**config.mk**
```make
export PLATFORM = sky130hd
export DESIGN_NAME = mem_parity_ram
export DESIGN_NICKNAME = d
export VERILOG_FILES = /design/src/rtl/mem_parity_ram.sv
export SDC_FILE = /design/constraint.sdc
export NUM_CORES = 1
export LEC_CHECK = 0
export BUFFER_PORTS_ARGS = -buffer_cell sky130_fd_sc_hd__buf_2
export CAP_MARGIN = 0
export CORE_MARGIN = 2
export CORE_UTILIZATION = 55
export DETAILED_ROUTE_END_ITERATION = 12
export GPL_ROUTABILITY_DRIVEN = 0
export PLACE_DENSITY = 0.76
export SETUP_SLACK_MARGIN = 0.5
export SLEW_MARGIN = 20
export SYNTH_ARGS = -nofsm -noshare
export SYNTH_HDL_FRONTEND = slang
export SYNTH_SLANG_ARGS = --single-unit
export TNS_END_PERCENT = 100
```
**constraint.sdc**
```tcl
create_clock -name clk -period 5.4 [get_ports clk]
set_clock_uncertainty 0.2 [all_clocks]
set_input_delay 0.81 -clock clk [delete_from_list [all_inputs] [get_ports clk]]
set_output_delay 0.81 -clock clk [all_outputs]
set_load 0.05 [all_outputs]
```
**src/rtl/mem_parity_ram.sv**
```systemverilog
// mem_parity_ram: parity-protected RAM, cleared by an init FSM after reset.
// Define MEM_PARITY_INJECT_EN to add the inj_err port that flips stored parity on writes.
module mem_parity_ram #(
  parameter int DATA_W     = 8,
  parameter int DEPTH      = 8,
  parameter int ADDR_W     = 3,
  parameter int PARITY_ODD = 0,
  parameter int CNT_W      = 8
)(
  input  logic              clk,
  input  logic              rst_n,
  input  logic              wr_en,
  input  logic [ADDR_W-1:0] wr_addr,
  input  logic [DATA_W-1:0] wr_data,
  input  logic              rd_en,
  input  logic [ADDR_W-1:0] rd_addr,
  input  logic              err_clr,
`ifdef MEM_PARITY_INJECT_EN
  input  logic              inj_err,
`endif
  output logic [DATA_W-1:0] rd_data,
  output logic              rd_parity,
  output logic              rd_valid,
  output logic              parity_err,
  output logic [CNT_W-1:0]  err_count,
  output logic              init_busy
);
  localparam int IW = (DEPTH > 1) ? $clog2(DEPTH) : 1;
  localparam logic [ADDR_W:0] DEPTH_L = (ADDR_W+1)'(DEPTH);
  localparam logic [ADDR_W-1:0] LAST = ADDR_W'(DEPTH - 1);
  localparam logic [0:0] INIT = 1'b0;
  localparam logic [0:0] RUN = 1'b1;
  localparam logic POL = PARITY_ODD != 0;

  logic [0:0] state;
  logic [ADDR_W-1:0] ptr;
  logic [DATA_W:0] mem [DEPTH];
  logic [DATA_W:0] rd_word;
  logic inj, run, wr_ok, rd_ok, wr_par, mismatch;

`ifdef MEM_PARITY_INJECT_EN
  assign inj = inj_err;
`else
  assign inj = 1'b0;
`endif

  assign run       = state == RUN;
  assign init_busy = !run;
  assign wr_ok     = run && wr_en && ({1'b0, wr_addr} < DEPTH_L);
  assign rd_ok     = run && rd_en && ({1'b0, rd_addr} < DEPTH_L);
  assign wr_par    = (^wr_data) ^ POL ^ inj;
  assign rd_word   = mem[rd_addr[IW-1:0]];
  assign mismatch  = rd_ok && (((^rd_word[DATA_W-1:0]) ^ POL) != rd_word[DATA_W]);

  always_ff @(posedge clk or negedge rst_n)
    if (!rst_n) begin
      state <= INIT;
      ptr   <= '0;
    end else if (!run) begin
      ptr <= ptr + 1'b1;
      if (ptr == LAST) state <= RUN;
    end

  // Array has no reset; the INIT sweep establishes valid contents.
  always_ff @(posedge clk)
    if (!run) mem[ptr[IW-1:0]] <= {POL, {DATA_W{1'b0}}};
    else if (wr_ok) mem[wr_addr[IW-1:0]] <= {wr_par, wr_data};

  always_ff @(posedge clk or negedge rst_n)
    if (!rst_n) begin
      rd_data    <= '0;
      rd_parity  <= 1'b0;
      rd_valid   <= 1'b0;
      parity_err <= 1'b0;
      err_count  <= '0;
    end else begin
      rd_valid <= rd_ok;
      if (rd_ok) {rd_parity, rd_data} <= rd_word;
      parity_err <= !err_clr && (parity_err || mismatch);
      err_count  <= err_clr ? '0 : (mismatch && !(&err_count)) ? err_count + 1'b1 : err_count;
    end
endmodule

```
---- Word level (Yosys, flattened, before mapping) ----
Memory sizes are Yosys's and may differ from the RTL's.
Index checks and enable logic that the tools add are counted.
word-level totals
  register bits ........................... 23
  memory bits (writable) .................. 72
  input port bits ......................... 19
  output and inout bits ................... 20
  word-level logic and storage cells ...... 37
  memories kept ........................... 1
memories
  memory  depth  bits a word  rd ports  clocked after Yosys merged registers in  wr ports  RTL line  RTL
  mem     8      9            1         0                                        1         37        logic [DATA_W:0] mem [DEPTH];
cells by class
  add/subtract/negate cells ............... 2
  eq/ne operators ......................... 2
  multiplexer cells ....................... 11
  reductions and logical operators ........ 14
operators by type and width
  cell                                                            count
  8-bit two-way mux                                               2
  8-bit parity                                                    2
  9-bit two-way mux                                               1
  9-bit OR reduction                                              1
  8-bit by 1-bit adder with 8-bit output (second input constant)  1
  8-bit AND reduction                                             1
  1-bit two-way mux                                               7
  1-bit logical AND                                               5
  3-bit by 1-bit adder with 3-bit output (second input constant)  1
  3-bit equality test (second input constant)                     1
  1-bit logical NOT                                               3
  3-bit two-way mux                                               1
  2-bit nonzero test                                              1
  1-bit logical OR                                                1
  1-bit inequality test                                           1

---- Logic depth before layout (Yosys ltp) ----
Gate-level depths: netlist of run 1.
An unclocked memory read counts as a cell.
  depth after elaboration ................. 7
  gate-level depth with buffers ........... 10
  gate-level depth less buffers ........... 7

---- Worst setup path after synthesis of run 1 ----
OpenSTA, ideal clock, no wires.
  kind .................................... in2reg
  start point ............................. in rd_addr[1]
  end point ............................... reg err_count[6]
  setup time .............................. 0.078 ns
  data arrival time ....................... 3.073 ns
  data required time ...................... 5.122 ns
  slack ................................... 2.049 ns
  cell stages on the path ................. 9
  path buffers ............................ 2
  cells stage by stage .................... buf_6 > mux4_2 > mux2i_4 > xnor2_1 > xnor3_1 > xnor2_1 > buf_6 > or4_1 > a21oi_1
on the way
  cells in the longest elaborated chain, start to end .. 6
RTL lines
  item                                   RTL line  RTL
  start: declaration                     16        input logic [ADDR_W-1:0] rd_addr,
  memory read 8 x 9 bit *                n/a
  8-bit parity                           53        assign mismatch = rd_ok && (((^rd_word[DATA_W-1:0]) ^ POL) != rd_word[DATA_W]);
  1-bit inequality test *                53
  1-bit logical AND *                    53
  1-bit logical AND *                    80        err_count <= err_clr ? '0 : (mismatch && !(&err_count)) ? err_count + 1'b1 : err_count;
  2-bit nonzero test (no source line) *  n/a
  end signal: assignment                 80
  end: declaration                       25        output logic [CNT_W-1:0] err_count,
Mark *: on every way between the ends. The rest lies on a longest branch, timed or not.
A chain may end at the register's enable or synchronous reset.

---- Worst setup path in the final report of run 1 ----
  start point ............................. in rd_addr[0]
  end point ............................... reg err_count[0]
Same word-level chain as after synthesis.

==> results.md, run 1 <==
* Most numerous cell on the critical path: xnor2_1
* Final setup TNS at 0 ns
* Cell area after synthesis at approximately 0.0040 mm²
* Yosys top cell area share at 0.534
* IO buf count at 38
* Leading area contributor after synthesis: edfxtp_1
* Post-synthesis sequential area ratio at 0.676
* Clock insertion delay at the later pin of the skew report at 0.34 ns
* Final min period at 3.76 ns
* Full die area at 0.00806 mm²
* Distinct cells, synth at 38
* Crit path max-delay family: XOR/XNOR gates
* FFs w/ async S/R, synth at 0.242
* Dpl ws at approximately 1.2 ns
* Number of fill cells at 524
* Worst EP arrival at 3.79 ns
* Gr usage total at 0.190
* Initial Utilization at 0.564
* H-Tree Depth at 3
* Final wirelength at 7.05 mm
* Crit path cell chain: buf_2 > mux4_2 > mux2i_1 > xnor2_1 > xnor3_1 > xnor2_1 > nor2_1 > mux2_1
* Cells after Synth at between 200 and 250
* Clk pin slew, worst setup/hold paths at 0.09 ns
* Required time worst endpoint at ~5.4 ns
* Sink Count at 95
* Most frequent cells after synthesis: edfxtp_1 (72), dfrtp_1 (23), mux4_2 (18)
* Overall power at 1520 µW
* Final Instance Area at 0.00450 mm²
* Vias in the first global route at 2143
* Ys Warns at 0
* Vias at 2146
* ANT cells at 0
* Root Buffer: clkbuf_8
* #FFs+latches synth at 95
* Die Y at 89.8 µm
* Worst path bufs/invs at 1
* CTS tree: yes
* Final ANT Viol Nets at 0
* Post-synthesis adder-cell area fraction at 0.00927
* P per Cell Area at about 340 mW/mm²
* IO Pins at 39
* Worst-Margin Slew at around 1.0 ns
* Syn_nets at 267
* Leak at 0.00178 µW
* Final period util at 0.696
* Top cells by area, synth: edfxtp_1 (53%), dfrtp_1 (14%), mux4_2 (10%), xnor2_1 (2.4%), mux2i_1 (1.5%)
* Syn_area_per_cell at 16.5 µm²
* CTS buffer count at 9
* Post-CTS Repair Setup Buffers at 0
* Max cap viols at 0
* Area Growth Syn to Fin at 11.2%
* Unrepaired setup endpoints after global routing: false
* Worst Path Max Fanout at 14
* Mean number of vias per cell at between 5 and 6
* Mux cell area share after synthesis at 0.144
* Post-CTS Resized at 0
* Critical Path Source Type: input pin
* Slew headroom at 0.299
* Multi-input gate area at 0.00121 mm²
* WL/cell at 18.2 µm
* DR pass1 iterations at 5
* CTS Buffer Depth at 2
* Post-route setup slack at 1.64 ns
* WHS at roughly 0.23 ns
* Post-CTS Hold Buffers at 0
* Congestion Overflow GR at 0
* Layout cells sized above 1 at 0.281
* Row Count at 31
* Max stage delay on crit path at 0.65 ns
* Status: complete, no violations
* WS Path Type: in2reg
* Worst setup EP type: register
* Dominant synthesized flop cell: edfxtp_1
* Placed cell area at 0.00428 mm²
* Chip width at roughly 90 µm
* Largest net degree at the start of global routing at 24
* Compound-Gate Fraction of Synth Area at 0.0349
* DRT iter0 DRCs at 194
* Fmax at 0.266 GHz
* Most frequent cell after synthesis: edfxtp_1
* EDFF count, synth at 72
* First-pass GRT wire length at between 10 and 15 mm
* CP max-delay cell: xnor2_1
* Initial antenna violation count at 0
* XOR/XNOR Fraction of Synth Area at 0.0377
* Fin. Hold Viols at 0
* Final net count at 305
* FF+latch area at 0.00274 mm²
* Worst min path class: in2async
* IR drop worst, VDD at 0.173 mV
* Core Area at 0.00718 mm²
* Slew Limit Fails at 0
* Largest family of logic cells by synthesized area: multiplexers
* Final HPWL DP at 4.81 mm
* Synth Area in Simple Gates at 0.0723
* DRC errors left at 0
* Final setup vio count at 0
flip-flops by register name, indices dropped and copies added (netlist names):
name / flops
rd_parity: 1
rd_valid: 1
err_count: 8
rd_data: 8
parity_err: 1
mem: 72
run: 1
ptr: 3
cell type report:
type	instances	share of cell area
clock inverter	7	0.0217
timing repair buffer	38	0.0423
multi-input combinational	134	0.268
clock buffer	9	0.0275
inverter	5	0.00417
sequential	95	0.608
tap	99	0.0275
cells in the final DEF, fill, tap and decap left out, types with 2 or more instances in the layout:
master      count
nand2_1        16
mux2_2          3
mux4_2         18
nor3_1          2
inv_1           4
a31oi_1         4
nor3b_1         3
bufinv_16       2
nor2b_1         3
nand2b_1        2
and3_1          9
mux2_1          3
a21oi_1         4
clkbuf_8        9
mux2i_1         6
nand3_1         3
mux2i_2         2
xnor2_1        11
o31ai_1         3
ha_1            3
buf_2          38
xor2_1          2
nor2_1         15
dfrtp_1        23
o21ai_1        10
clkinvlp_4      2
or4_1           3
clkinv_4        2
edfxtp_1       72
through the flow:
step / std cells / utilization
after floorplan: 245 / -
after global placement: 371 / 0.596
after detailed placement: 371 / 0.596
after CTS: 387 / 0.627
after global routing: 387 / 0.627
final: 387 / 0.627
worst paths after layout:
path / from / endpoint / slack (ns) / depth (start not counted)
worst min register to register: rd_data[4] / rd_data[4] / 0.29 / 2
worst max-delay path: rd_addr[0] / err_count[0] / 1.64 / 8
min in group clk: rd_data[4] / rd_data[4] / 0.29 / 2
worst min-delay path: rst_n / rd_data[6] / 0.23 / 1
max in group asynchronous: rst_n / ptr[1] / 4.41 / 1
worst max register to register: mem[6][2] / err_count[0] / 2.24 / 7
power by group:
group,internal (µW),switching [µW]
clock,261,238
sequential,811,9.64
combinational,64.4,133
worst register-to-register path: cells and delay by family, from the launching register on:
family | cells | cell delay (ns)
xor+xnor | 3 | 1.22
mux | 3 | 1.04
flops | 1 | 0.39
simple gates | 1 | 0.18
cells by family (layout without fill, tap and decap cells):
group	after synthesis	in the layout
flip-flops	95	95
XOR/XNOR	15	15
multiplexers	33	33
buffers and inverters	16	59
AND/OR/NAND/NOR	59	59
adder cells (fa/ha/maj)	3	3
AO/OA/AOI/OAI	24	24
routing by layer:
| layer | up-vias | track usage | share of wire |
|---|---|---|---|
| met3 | 5 | 0.0553 | 0.067 |
| li1 | 1006 | - | - |
| met1 | 1058 | 0.251 | 0.43 |
| met5 | - | 0 | 0 |
| met2 | 77 | 0.302 | 0.49 |
| met4 | 0 | 0.0718 | 0.0079 |
(Power assumes the default switching activity.)
==> run 2, diff against run 1 <==
==> constraint.sdc (replaced) <==
create_clock -name clk -period 3.61 [get_ports clk]
set_clock_uncertainty 0.2 [all_clocks]
set_input_delay 0.5415 -clock clk [delete_from_list [all_inputs] [get_ports clk]]
set_output_delay 0.5415 -clock clk [all_outputs]
set_load 0.05 [all_outputs]
==> results.md, run 2 (synthesis results as in run 1) <==
* Layout cells sized above 1 at 0.327 (+0.0455)
* Fin. Hold Viols at 0 (unchanged)
* DR pass1 iterations at 4 (-1)
* Fmax at 0.339 GHz
* Required time worst endpoint at 3.70 ns (-1.73 ns)
* Worst-Margin Slew at 0.609 ns (-0.439 ns)
* Final setup TNS at 0 ns (unchanged)
* Worst setup EP type: register
* Worst R2R End: err_count[7]
* H-Tree Depth at 3 (unchanged)
* Worst hold path endpoint: rd_data[0]
* Critical Path Start: rd_addr[0]
* Worst Path Max Fanout at 11 (-3)
* Max cap viols at 0 (unchanged)
* IO buf count at 38 (unchanged)
* Mean number of vias per cell at 5.58 (+0.54%)
* Slew Limit Fails at 0 (unchanged)
* Full die area at 0.00806 mm² (unchanged)
* Flop pwr share at 0.555 (+0.014)
* Final wirelength at 6.95 mm (-1.5%)
* Max reg flops at 72 (unchanged)
* Die Y at 89.8 µm (unchanged)
* CTS buffer count at 9 (unchanged)
* Unrepaired setup endpoints after global routing: false
* Gr usage total at 0.186 (-0.00350)
* Pint at 1600 µW (+41%)
* Switching share of total power at 0.276 (+0.0256)
* DRC errors left at 0 (unchanged)
* Sink Count at 95 (unchanged)
* Largest net degree at the start of global routing at 24 (unchanged)
* Worst EP arrival at 3.04 ns (-0.75 ns)
* Vias in the first global route at 2246 (+4.8%)
* Clock share of power at 0.296 (-0.033)
* Final setup vio count at 0 (unchanged)
* DRT iter0 DRCs at 197 (+1.5%)
* Clk pin slew, worst setup/hold paths at 0.09 ns (about the same)
* Post-route setup slack at 0.657 ns (-0.986 ns)
* Overall power at 2210 µW (+46%)
* ANT cells at 0 (unchanged)
* Placed cell area at 0.00441 mm² (+3.0%)
* WL/cell at 17.2 µm (-5.8%)
* Post-CTS Repair Setup Buffers at 0 (unchanged)
* Crit path cell chain: buf_2 > mux4_2 > mux2i_2 > xnor2_1 > xnor3_1 > xnor2_2 > or4_1 > a21oi_1
* Clock insertion delay at the later pin of the skew report at 0.36 ns (+0.02 ns)
* Commonest cells after routing, fill and taps aside: edfxtp_1 (72), buf_2 (38), dfrtp_1 (23)
* Vias at 2258 (+5.2%)
* First-pass GRT wire length at 11.4 mm (-0.12%)
* Initial antenna violation count at 0 (unchanged)
* Dpl ws at 0.0209 ns (-1.19 ns)
* WS Path Type: in2reg
* Chip width at 89.8 µm (unchanged)
* Final HPWL DP at 4.84 mm (+0.67%)
* R2R Setup Slk at 0.70 ns (-1.54 ns)
* Final min period at 2.95 ns
* P per Cell Area at 479 mW/mm² (+42%)
* Reg2Reg Launch Point: mem[0][5]
* Worst min path class: reg2reg
* Hold Crit Start: rd_data[0]
* Root Buffer: clkbuf_8
* CTS tree: yes
* Critical Path Source Type: input pin
* Initial Utilization at 0.564 (unchanged)
* FF+latch area at 0.00274 mm² (unchanged)
* Combinational share of power at 0.149 (+0.019)
* Final period util at 0.818
* Area Growth Syn to Fin at 13.9%
* Status: complete, no violations
* Congestion Overflow GR at 0 (unchanged)
* Row Count at 31 (unchanged)
* IO Pins at 39 (unchanged)
* Core Util, Final at 0.643 (+0.0157)
* IR drop worst, VDD at 0.273 mV (+58%)
* Final Instance Area at 0.00461 mm² (+2.5%)
* Max stage delay on crit path at 0.54 ns (-0.11 ns)
* CTS Buffer Depth at 2 (unchanged)
* P_sw at 611 µW (+61%)
* Leak at 0.00186 µW (+4.3%)
* Worst-case reg-to-reg path depth at 7 (unchanged)
* Multi-input gate area at 0.00122 mm² (+0.93%)
* Core Area at 0.00718 mm² (unchanged)
* Most common cell after layout, fill and taps aside: edfxtp_1
* Slew headroom at 0.593 (+0.294)
* Number of fill cells at 519 (-0.95%)
* Final ANT Viol Nets at 0 (unchanged)
* Final net count at 323 (+5.9%)
* CP max-delay cell: mux4_2
* Worst hold path depth at 2
[run 2: cell count changes in the layout (fill, tap and decap cells not counted), sizes merged]
cell / previous run / this run
clkinv: 3 / 1
buf: 38 / 55
dlygate4sd3: 0 / 1
inv: 5 / 9
bufinv: 2 / 0
[run 2: worst max path at each step]
stage | end | slack, ns
final | err_count[7] | 0.66
after global routing | err_count[6] | 0.53
after CTS | err_count[7] | 0.63
after detailed placement | err_count[0] | 0.02
after global placement | err_count[0] | 0.03
after floorplan | err_count[6] | 0.53
[run 2: critical path, delay by kind of cell]
kind	cells	cell delay, ns
compound gates	1	0.16
xor+xnor	3	0.87
buf+inv	1	0.19
mux	2	0.75
simple gates	1	0.53
[run 2: metal layers]
| metal | GRT usage | up-vias | routed length [µm] |
|---|---|---|---|
| li1 | - | 1047 | - |
| met4 | 0.0679 | 0 | 110 |
| met2 | 0.300 | 77 | 3290 |
| met3 | 0.0402 | 8 | 457 |
| met1 | 0.255 | 1126 | 3100 |
| met5 | 0 | - | 0 |
[run 2: final cells by class]
class / instances / area share
Inverter: 5 / 0.00407
Timing Repair Buffer: 56 / 0.0711
Clock buffer: 9 / 0.0269
Multi-Input combinational cell: 134 / 0.264
Tap cell: 99 / 0.0269
Sequential cell: 95 / 0.594
Clock inverter: 7 / 0.0133
[run 2: repair_timing]
action	4_1_cts	5_1_grt
setup endpoints to repair	5	2
endpoints found under the hold margin	23	0
hold buffers	1	0
resized for setup	1	1
cloned	0	0
[run 2: metrics by stage]
step                cells  hold slack (ns)
CTS                   405            0.272
global route          405            0.305
finish                405            0.284
detailed placement    388            0.272
global placement      388            0.256
floorplan             245           0.0459
[run 2: power by group through the flow]
stage                     registers [µW]  logic (µW)  clock network, µW
after floorplan                     1320         175                  0
after global placement              1250         319                  0
after detailed placement            1250         323                  0
after CTS                           1230         331                666
after global routing                1230         355                713
final                               1230         328                655
